**src/rtl/jtag_ahb_pkg.sv**
```systemverilog
// Shared widths and payload types for the JTAG-to-AHB debug data registers.
package jtag_ahb_pkg;

   localparam int unsigned DATA_W  = 32;
   localparam int unsigned SEQ_W   = 4;
   localparam int unsigned FRAME_W = DATA_W + SEQ_W + 2;

   typedef enum logic [1:0] {
      ST_NONE = 2'b00,
      ST_OK   = 2'b01,
      ST_ERR  = 2'b10,
      ST_BUSY = 2'b11
   } resp_status_t;

   typedef logic [0:0] hs_state_t;
   localparam hs_state_t WAIT_REQ  = 1'b0;
   localparam hs_state_t WAIT_DROP = 1'b1;

   typedef struct packed {
      resp_status_t       status;
      logic [SEQ_W-1:0]   seq;
      logic [DATA_W-1:0]  data;
   } resp_frame_t;

endpackage

```
**src/rtl/sync_ff.sv**
```systemverilog
// Multi-flop synchroniser for a single-bit asynchronous input, with a
// synchronous clear for soft resets.
module sync_ff #(
   parameter int unsigned SYNC_STAGES = 2
) (
   input  logic clk,
   input  logic rst_n,
   input  logic clr,
   input  logic d,
   output logic q
);

   logic [SYNC_STAGES-1:0] ff;

   always_ff @(posedge clk or negedge rst_n) begin
      if (!rst_n)   ff <= '0;
      else if (clr) ff <= '0;
      else          ff <= SYNC_STAGES'({ff, d});
   end

   assign q = ff[SYNC_STAGES-1];

endmodule

```
**src/rtl/jtag_ahb_resp_dr.sv**
```systemverilog
// TCK-domain data register holding one AHB response (data, error, sequence)
// and scanning it out to the debugger as a 38-bit frame.
module jtag_ahb_resp_dr
   import jtag_ahb_pkg::*;
#(
   parameter int unsigned SYNC_STAGES = 2
) (
   input  logic              TCK,
   input  logic              TRST,
   input  logic              soft_reset,
   input  logic              ahb_select,
   input  logic              dr_capture,
   input  logic              dr_shift,
   input  logic              dr_update,
   input  logic              TDI,
   output logic              TDO,
   input  logic              resp_req,
   input  logic [DATA_W-1:0] resp_rdata,
   input  logic              resp_error,
   output logic              resp_ack,
   output logic              resp_pending
);

   hs_state_t          state_q, state_d;
   logic [FRAME_W-1:0] shift_q, shift_d;
   logic [DATA_W-1:0]  hold_data_q, hold_data_d;
   logic               hold_err_q, hold_err_d;
   logic [SEQ_W-1:0]   seq_q, seq_d;
   logic               pending_q, pending_d;
   logic               cap_valid_q, cap_valid_d;
   logic               ack_q, ack_d;
   logic               req_s;
   resp_frame_t        frame;

   sync_ff #(.SYNC_STAGES(SYNC_STAGES)) u_req_sync (
      .clk   (TCK),
      .rst_n (TRST),
      .clr   (soft_reset),
      .d     (resp_req),
      .q     (req_s)
   );

   // Busy only counts a request the handshake has not yet accepted.
   always_comb begin
      frame      = '0;
      frame.seq  = seq_q;
      if (pending_q) begin
         frame.data   = hold_data_q;
         frame.status = (req_s && state_q == WAIT_REQ) ? ST_BUSY
                      : hold_err_q                     ? ST_ERR
                      :                                  ST_OK;
      end else begin
         frame.status = ST_NONE;
      end
   end

   always_comb begin
      state_d     = state_q;
      shift_d     = shift_q;
      hold_data_d = hold_data_q;
      hold_err_d  = hold_err_q;
      seq_d       = seq_q;
      pending_d   = pending_q;
      cap_valid_d = cap_valid_q;
      ack_d       = ack_q;

      case (state_q)
         WAIT_REQ: begin
            if (req_s && !pending_q) begin
               hold_data_d = resp_rdata;
               hold_err_d  = resp_error;
               pending_d   = 1'b1;
               seq_d       = seq_q + SEQ_W'(1);
               ack_d       = 1'b1;
               state_d     = WAIT_DROP;
            end
         end
         WAIT_DROP: begin
            if (!req_s) begin
               ack_d   = 1'b0;
               state_d = WAIT_REQ;
            end
         end
         default: state_d = WAIT_REQ;
      endcase

      // Consume only needs pending=1 (cap_valid implies it), so it never collides with a latch.
      if (ahb_select) begin
         if (dr_capture) begin
            shift_d     = frame;
            cap_valid_d = pending_q;
         end else if (dr_shift) begin
            shift_d = {TDI, shift_q[FRAME_W-1:1]};
         end else if (dr_update && cap_valid_q) begin
            pending_d   = 1'b0;
            cap_valid_d = 1'b0;
         end
      end

      if (soft_reset) begin
         state_d     = WAIT_REQ;
         shift_d     = '0;
         hold_data_d = '0;
         hold_err_d  = 1'b0;
         seq_d       = '0;
         pending_d   = 1'b0;
         cap_valid_d = 1'b0;
         ack_d       = 1'b0;
      end
   end

   always_ff @(posedge TCK or negedge TRST) begin
      if (!TRST) begin
         state_q     <= WAIT_REQ;
         shift_q     <= '0;
         hold_data_q <= '0;
         hold_err_q  <= 1'b0;
         seq_q       <= '0;
         pending_q   <= 1'b0;
         cap_valid_q <= 1'b0;
         ack_q       <= 1'b0;
      end else begin
         state_q     <= state_d;
         shift_q     <= shift_d;
         hold_data_q <= hold_data_d;
         hold_err_q  <= hold_err_d;
         seq_q       <= seq_d;
         pending_q   <= pending_d;
         cap_valid_q <= cap_valid_d;
         ack_q       <= ack_d;
      end
   end

   assign TDO          = shift_q[0];
   assign resp_ack     = ack_q;
   assign resp_pending = pending_q;

endmodule

```
**config.mk**
```make
export PLATFORM = sky130hd
export DESIGN_NAME = jtag_ahb_resp_dr
export DESIGN_NICKNAME = d
export VERILOG_FILES = /design/src/rtl/jtag_ahb_pkg.sv /design/src/rtl/sync_ff.sv /design/src/rtl/jtag_ahb_resp_dr.sv
export SDC_FILE = /design/constraint.sdc
export NUM_CORES = 1
export LEC_CHECK = 0
export ABC_AREA = 1
export BUFFER_PORTS_ARGS = -buffer_cell sky130_fd_sc_hd__buf_2
export CORE_MARGIN = 10
export CORE_UTILIZATION = 42
export DETAILED_ROUTE_END_ITERATION = 6
export GPL_TIMING_DRIVEN = 0
export SLEW_MARGIN = 20
export SYNTH_ARGS = -nofsm -noshare
export SYNTH_HDL_FRONTEND = slang
export SYNTH_HIERARCHICAL = 1
export SYNTH_SLANG_ARGS = --single-unit
```
**constraint.sdc**
```tcl
create_clock -name TCK -period 1.4 [get_ports TCK]
set_input_delay 0.07 -clock TCK [delete_from_list [all_inputs] [get_ports TCK]]
set_output_delay 0.07 -clock TCK [all_outputs]
set_load 0.01 [all_outputs]
```
======== Word-level counts from Yosys, hierarchy flattened ========
Index checks and enable logic that the tools add are counted.
cells by class
  add/subtract/negate cells ............... 1
  multipliers ............................. 0
  div/mod/pow operators ................... 0
  magnitude comparators ................... 0
  equal/unequal tests ..................... 4
  shifts and indexed selects .............. 0
  mux-type cells .......................... 38
  bitwise operators ....................... 1
  reduce and logical (&&, ||, !) cells .... 12
operators by type and width
  kind                 number
  $mux 38              4
  $mux 32              4
  $mux 1               21
  $mux 4               3
  $mux 2               4
  $ne 3x3->1 const B   2
  $reduce_and 2->1     3
  $reduce_bool 3->1    2
  $add 4x1->4 const B  1
  $pmux 1 s2           2
  $reduce_bool 2->1    2
  $logic_and 1x1->1    3
  $ne 3x2->1 const B   1
  $reduce_and 3->1     1
  $ne 2x2->1 const B   1
  $logic_not 1->1      1
  $not 1->1            1
storage, ports and cells
  register bits ........................... 81
  latch bits .............................. 0
  RAM bits ................................ 0
  bits in read-only memories .............. 0
  input port bits ......................... 42
  output and inout bits ................... 3
  word-level logic and storage cells ...... 65
  memories kept ........................... 0

======== Logic depth before layout (Yosys ltp) ========
Gate-level depths: netlist of the first run.
  depth after elaboration ................. 9
  mapped depth ............................ 9
  depth with buffers taken out ............ 7

======== Modules after synthesis ========
Netlist of the first run, hierarchy kept.
modules (own cells, without submodules)
  module            times used  cells an instance  area an instance (um2)  sequential area each (um2)
  jtag_ahb_resp_dr  1           481                3632.2                  1976.9
  sync_ff           1           6                  65.1                    50.0

======== Least setup slack after synthesis of the first run ========
No wires, ideal clock.
  kind .................................... register to register
  start ................................... register pending_q, in the netlist resp_pending
  end ..................................... register hold_data_q[0]
  library setup time ...................... 0.066 ns
  arrival time ............................ 1.174 ns
  required time ........................... 1.334 ns
  setup slack ............................. 0.159 ns
  cell stages (with the launch flop) ...... 7
  buffers on the path ..................... 1
  period minus slack after synthesis ...... 1.241 ns
  path through ............................ dfrtp_1 inv_1 nand3_2 nor2_2 buf_2 nand2_1 nand2_1
on the way
  longest elaborated chain between the ends .. 4
ends and longest elaborated chain
  item                                line                     text
  start, declared                     jtag_ahb_resp_dr.sv:29   logic pending_q, pending_d;
  start signal, assigned              jtag_ahb_resp_dr.sv:128  pending_q <= pending_d;
  $logic_not 1->1                     jtag_ahb_resp_dr.sv:69   if (req_s && !pending_q) begin
  $logic_and 1x1->1                   jtag_ahb_resp_dr.sv:69
  $reduce_bool 2->1 (no source line)  --
  $reduce_and 2->1 (no source line)   --
  end signal, assigned                jtag_ahb_resp_dr.sv:125  hold_data_q <= hold_data_d;
  end, declared                       jtag_ahb_resp_dr.sv:26   logic [DATA_W-1:0] hold_data_q, hold_data_d;
No other way between the ends.
A chain may end at the register's enable or synchronous reset.

======== Final worst setup path of the first run ========
  start ................................... register pending_q, in the netlist resp_pending
  end ..................................... register hold_data_q[30]
Same word-level chain as after synthesis.

==> results of run 1 <==
==> placed cells by master (no fill, tap or decap) <==
master         count
nand2_1          308
dfrtp_1           80
buf_2             51
nand3_1           38
dlygate4sd3_1     36
clkbuf_8          11
buf_4              9
inv_1              8
buf_6              8
nor2_1             8
o21ai_0            5
a21oi_1            5
clkbuf_1           4
clkinv_2           4
clkbuf_2           3
buf_1              2
clkinvlp_4         2
inv_2              1
nand3_4            1
nor2_4             1
buf_8              1
nor2_2             1
or2_4              1
nand2_2            1
ha_1               1
buf_16             1
dfrtp_2            1
==> worst paths after layout <==
| path | from | end | slack (ns) | depth (start not counted) |
|---|---|---|---|---|
| worst max-delay path | resp_pending | hold_data_q[30] | 0.08 | 7 |
| worst min-delay path | soft_reset | resp_ack | 0.01 | 3 |
| worst min register to register | u_req_sync/ff[0] | u_req_sync/ff[1] | 0.47 | 2 |
| max in group asynchronous | TRST | hold_data_q[8] | 0.59 | 3 |
| min in group asynchronous | TRST | hold_data_q[19] | 0.20 | 2 |
| worst max register to register | resp_pending | hold_data_q[30] | 0.08 | 7 |
==> cell families after synthesis <==
group                      after synthesis
adders and majority gates                1
AOI/OAI and AO/OA                       10
DFF                                     81
buffers and inverters                   36
and+or+nand+nor                        359
==> per-stage QoR <==
stage          instances  worst slack, ns
4_1_cts              697         0.001637
2_1_floorplan        487           0.1594
6_report             700          0.08497
3_3_place_gp         639          -0.4251
3_5_place_dp         640          -0.4306
5_1_grt              700          0.01745
==> registers in the layout (all words and copies together) (netlist names) <==
register       cells
shift_q           38
hold_data_q       32
seq_q              4
u_req_sync/ff      2
cap_valid_q        1
hold_err_q         1
resp_ack           1
resp_pending       1
state_q            1
==> power groups by stage <==
stage	clock network [mW]	logic (mW)	registers, mW
after global placement	0	0.370	2.46
after CTS	1.64	0.477	2.41
after global routing	1.74	0.530	2.42
after detailed placement	0	0.386	2.46
final	1.60	0.476	2.42
after floorplan	0	0.192	2.45
==> layer usage <==
layer	up-vias	share of wire, %
li1	1692	-
met1	1535	47
met2	66	47
met3	6	5.3
met4	0	0.81
met5	-	0
==> tightest hold or removal path, stage by stage <==
cell and delay [ns]:
buf_2 0.10, buf_6 0.13, a21oi_1 0.04
==> synth_stat cells <==
master / instances / area share, %
inv_1: 9 / 0.91
nand3_1: 38 / 5.1
ha_1: 1 / 0.34
clkbuf_1: 7 / 0.71
nand2_2: 1 / 0.17
nor2_1: 9 / 0.91
or2_4: 1 / 0.24
nand2_1: 308 / 31
nor2_2: 1 / 0.17
dfrtp_1: 81 / 55
clkinv_1: 1 / 0.10
buf_6: 6 / 1.8
nand3_2: 1 / 0.27
buf_4: 1 / 0.20
buf_1: 2 / 0.20
buf_2: 10 / 1.4
o21ai_0: 5 / 0.68
a21oi_1: 5 / 0.68
==> final cells by class <==
class,count,area share [%]
inverter,10,0.8208
buffer,26,3.918
clock inverter,5,0.6354
timing repair buffer,89,14.14
tap,108,2.859
sequential,81,42.92
multi-input combinational,370,31.51
clock buffer,11,3.204
==> timing repair <==
| action | 4_1_cts | 5_1_grt |
|---|---|---|
| cloned | 0 | 1 |
| hold buffers | 36 | 0 |
| endpoints found under the setup margin | 37 | 31 |
| setup buffers | 5 | 2 |
| pin swaps | 1 | 1 |
| resized for setup | 9 | 9 |
| hold endpoints to repair | 64 | 0 |
==> impl_metrics.env, run 1 <==
export IMPL_dieArea_um2=12960
export IMPL_dpl_hpwl_mm=6.040
export IMPL_critPathKind="register to register"
export IMPL_use_met3_pct=4.252
export IMPL_required_ns=1.69
export IMPL_timing_critical_path_max_delay_family="flip-flops"
export IMPL_setup_violations_final=0
export IMPL_io_pins=45
export IMPL_cts_sinks=81
export IMPL_path_common_cell="nand2_1"
export IMPL_cts_tree="done"
export IMPL_syn_inst=487
export IMPL_finalHoldViolCount=0
export IMPL_synthAdderAreaFrac_pct=0.3384
export IMPL_hold_class="input pin to register"
export IMPL_layout_drive_gt1_share_pct=16.39
export IMPL_slew_headroom_pct=67.57
export IMPL_fin_worst_skew_ns=0.01402
export IMPL_grt_setup_unrepaired="false"
export IMPL_status="finished, final reports clean"
export IMPL_antenna_found_initial=0
export IMPL_grtUsageMet1_pct=18.97
export IMPL_fin_area_um2=4726
export IMPL_p_leak_nw=2.718
export IMPL_muxShareOfSynthArea_pct=0
export IMPL_drv_cap=0
export IMPL_avgViaCountPerCell=4.713
export IMPL_avgRoutedWirePerCell_um=13.44
export IMPL_placementRows=34
export IMPL_layout_worst_path_cycle_share_pct=93.93
export IMPL_num_nets_final=630
export IMPL_finalPower_mw=4.493
export IMPL_overflow=0
export IMPL_yosysWarnings=6
export IMPL_critPathArrivalTime_ns=1.60
export IMPL_finalMaxSlewViolations=0
export IMPL_synth_top_family_by_area="simple AND/OR/NAND/NOR gates"
export IMPL_placed_area_um2=4083
export IMPL_cp_slowest_cell="dfrtp_2"
export IMPL_path_clk_slew_ns=0.09
export IMPL_worstPathMaxFanout=10
export IMPL_path_cells="inv_2, nand3_4, nor2_4, buf_4, buf_8, nand2_1, nand2_1"
export IMPL_dr_total_vias=3299
export IMPL_ys_ff_latch=81
export IMPL_cts_buffers_inserted=9
export IMPL_fillers=857
export IMPL_syn_area_um2=3697
export IMPL_setup_tns_final_ns=0
export IMPL_utilization_pct=54.72
export IMPL_tightestPinTransition_ns=0.4864
export IMPL_grt_max_degree=53
export IMPL_grt_pass1_vias=3175
export IMPL_busiest_layer="met2"
export IMPL_remaining_drc_errors=0
export IMPL_core_um2=8636
export IMPL_internal_power_mw=3.327
export IMPL_multiInputGateArea_um2=1489
export IMPL_insertion_delay_ns=0.36
export IMPL_htreeDepth=3
export IMPL_drt_total_wl_mm=9.405
export IMPL_cp_end_kind="register"
export IMPL_peakVddDrop_v=0.0004705
export IMPL_seq_area_um2=2028
export IMPL_cp_start_kind="register"
export IMPL_grtUsageTotal_pct=14.61
export IMPL_first_pass_iters=4
export IMPL_drtIter0Drc=221
export IMPL_hold_ws_ns=0.01469
export IMPL_root_buffer="clkbuf_8"
export IMPL_powerDensity_nw_per_um2=950.7
export IMPL_synth_nets=530
export IMPL_io_buffers=44
export IMPL_slowest_delay_ns=0.46
export IMPL_synth_distinct_cells=18
export IMPL_fmax_mhz=760.4
export IMPL_fp_dieW_um=113.8
export IMPL_grt_pass1_wl_mm=15.49
export IMPL_yosys_area_share_simple_pct=38.17
export IMPL_postSynthAreaPerCell_um2=7.592
export IMPL_antenna_cells=0
export IMPL_clockBufferDepth=2
export IMPL_drtAntennaViolNets=0
export IMPL_cp_buffers_inverters=3
export IMPL_synth_xor_area_share_pct=0
export IMPL_place_gp_congestion=0.7680
export IMPL_start_util_pct=42.81
export IMPL_fin_crit_ns=1.315
export IMPL_seqPwrFrac_pct=53.8
export IMPL_area_growth_pct=27.82
export IMPL_clkPwrFrac_pct=35.6
export IMPL_die_height_um=113.8
export IMPL_synth_compound_area_share_pct=1.354
export IMPL_combPwrFrac_pct=10.6
export IMPL_swShare_pct=25.95
export IMPL_gr_usage_met2_pct=23.10
export IMPL_switchingPower_mw=1.166
export IMPL_yosysSeqAreaShare_pct=54.82
Power figures use the tool's default switching activity.
==> inputs of run 2 (changes only) <==
--- a/config.mk
+++ b/config.mk
@@ -9,8 +9,10 @@
 export BUFFER_PORTS_ARGS = -buffer_cell sky130_fd_sc_hd__buf_2
 export CORE_MARGIN = 10
 export CORE_UTILIZATION = 42
+export CTS_CLUSTER_SIZE = 10
 export DETAILED_ROUTE_END_ITERATION = 6
 export GPL_TIMING_DRIVEN = 0
+export PLACE_DENSITY = 0.71
 export SLEW_MARGIN = 20
 export SYNTH_ARGS = -nofsm -noshare
 export SYNTH_HDL_FRONTEND = slang
==> impl_metrics.env, run 2 (same netlist as run 1, synthesis figures left out) <==
export IMPL_worstPathMaxFanout=10
export IMPL_drv_cap=0
export IMPL_r2r_end="hold_data_q[30]"
export IMPL_startpoint="resp_pending"
export IMPL_htreeDepth=3
export IMPL_min_from="soft_reset"
export IMPL_fin_worst_skew_ns=0.01397
export IMPL_timing_critical_path_max_delay_family="simple AND/OR/NAND/NOR gates"
export IMPL_hold_class="input pin to register"
export IMPL_r2r_setup_slack_ns=0.06
export IMPL_largest_reg_flops=38
export IMPL_powerDensity_nw_per_um2=976.1
export IMPL_hold_ws_ns=0.01347
export IMPL_finalHoldViolCount=0
export IMPL_clockBufferDepth=2
export IMPL_finalPower_mw=4.581
export IMPL_use_met3_pct=4.672
export IMPL_required_ns=1.69
export IMPL_fp_dieW_um=113.8
export IMPL_avgViaCountPerCell=4.712
export IMPL_root_buffer="clkbuf_8"
export IMPL_overflow=0
export IMPL_drt_total_wl_mm=9.130
export IMPL_tightestPinTransition_ns=0.5124
export IMPL_peakVddDrop_v=0.0005104
export IMPL_slew_headroom_pct=65.84
export IMPL_grtUsageMet1_pct=18.55
export IMPL_finalMaxSlewViolations=0
export IMPL_seq_area_um2=2028
export IMPL_layout_drive_gt1_share_pct=15.19
export IMPL_fin_ws_ns=0.06299
export IMPL_gr_usage_met2_pct=23.86
export IMPL_cp_buffers_inverters=2
export IMPL_place_gp_congestion=0.8300
export IMPL_cts_buffers_inserted=9
export IMPL_place_ws_ns=-0.3633
export IMPL_critPathArrivalTime_ns=1.62
export IMPL_antenna_cells=0
export IMPL_cp_slowest_cell="dfrtp_2"
export IMPL_multiInputGateArea_um2=1489
export IMPL_top_regs="shift_q: 38 flops, hold_data_q: 32 flops, seq_q: 4 flops"
export IMPL_cp_end_kind="register"
export IMPL_busiest_layer="met2"
export IMPL_path_common_cell="nand2_1"
export IMPL_grt_setup_unrepaired="true"
export IMPL_core_um2=8636
export IMPL_min_path_cells=3
export IMPL_setup_tns_final_ns=0
export IMPL_critPathKind="register to register"
export IMPL_io_buffers=44
export IMPL_antenna_found_initial=0
export IMPL_grtUsageTotal_pct=14.78
export IMPL_insertion_delay_ns=0.36
export IMPL_placementRows=34
export IMPL_slowest_delay_ns=0.45
export IMPL_grt_pass1_wl_mm=15.67
export IMPL_dieArea_um2=12960
export IMPL_dpl_hpwl_mm=6.011
export IMPL_area_growth_pct=26.94
export IMPL_remaining_drc_errors=0
export IMPL_drtAntennaViolNets=0
export IMPL_cts_sinks=81
export IMPL_final_cell_mix="nand2_1, dfrtp_1, buf_2"
export IMPL_largest_register="shift_q"
export IMPL_status="finished, final reports clean"
export IMPL_avgRoutedWirePerCell_um=13.16
export IMPL_dr_total_vias=3270
export IMPL_io_pins=45
export IMPL_grt_pass1_vias=3298
export IMPL_utilization_pct=54.35
export IMPL_layout_worst_path_cycle_share_pct=95.50
export IMPL_start_util_pct=42.81
export IMPL_num_nets_final=624
export IMPL_r2r_start="resp_pending"
export IMPL_hold_path_end="resp_ack"
export IMPL_layout_commonest_cell="nand2_1"
export IMPL_drtIter0Drc=222
export IMPL_cp_start_kind="register"
export IMPL_p_leak_nw=2.684
export IMPL_cts_tree="done"
export IMPL_fmax_mhz=747.9
export IMPL_fin_crit_ns=1.337
export IMPL_path_cells="inv_1, nand3_4, nor2_4, buf_4, nand2_1, nand2_1"
export IMPL_grt_max_degree=54
export IMPL_reg2reg_depth=6
export IMPL_die_height_um=113.8
export IMPL_first_pass_iters=4
export IMPL_fillers=794
export IMPL_setup_violations_final=0
export IMPL_path_clk_slew_ns=0.09
==> run 2: cell types whose count changed in the layout (fill, tap and decap cells not counted), sizes merged <==
cell      before  now
buf           72   66
clkinv         4    2
bufinv         0    1
clkinvlp       2    3
==> run 2: layout make-up <==
cell class / count / area share [%]
sequential: 81 / 43.22
multi-input combinational: 370 / 31.72
timing repair buffer: 83 / 13.33
buffer: 26 / 3.786
clock buffer: 11 / 3.013
tap: 108 / 2.879
clock inverter: 5 / 1.173
inverter: 10 / 0.8798
==> run 2: worst max path at each step <==
stage | to | slack [ns] | depth (start not counted)
6_report | hold_data_q[30] | 0.06 | 6
5_1_grt | hold_data_q[22] | -0.04 | 6
4_1_cts | hold_data_q[5] | -0.006 | 6
3_5_place_dp | hold_data_q[5] | -0.36 | 6
3_3_place_gp | shift_q[29] | -0.36 | 1
2_1_floorplan | hold_data_q[0] | 0.16 | 6
==> run 2: metrics by stage <==
stage                     cell area, µm²  std cells
final                               4693        694
after global routing                4693        694
after CTS                           4669        693
after detailed placement            4083        640
after global placement              4053        639
after floorplan                     3697        487
==> run 2: metal layers <==
metal / vias up / part of all wire, % / routed length, µm
met5: - / 0 / 0
met4: 0 / 0.81 / 74
met3: 8 / 5.5 / 506
met2: 75 / 48 / 4427
met1: 1512 / 45 / 4121
li1: 1675 / - / -
==> run 2: power breakdown <==
| group | switching [mW] | total [mW] | internal (mW) |
|---|---|---|---|
| sequential | 0.0304 | 2.42 | 2.39 |
| clock | 0.835 | 1.70 | 0.867 |
| combinational | 0.259 | 0.462 | 0.203 |
==> run 2: timing repair <==
| action | 4_1_cts | 5_1_grt |
|---|---|---|
| hold buffers | 36 | 0 |
| endpoints found under the hold margin | 63 | 0 |
| pin swaps | 1 | 1 |
| setup buffers | 1 | 1 |
| endpoints found under the setup margin | 35 | 63 |
| gates resized for setup | 7 | 11 |
==> run 2: worst reg2reg max path, cell delays in order (launching register included) <==
cell and delay, ns:
dfrtp_2 0.45, inv_1 0.12, nand3_4 0.14, nor2_4 0.19, buf_4 0.22, nand2_1 0.07, nand2_1 0.07
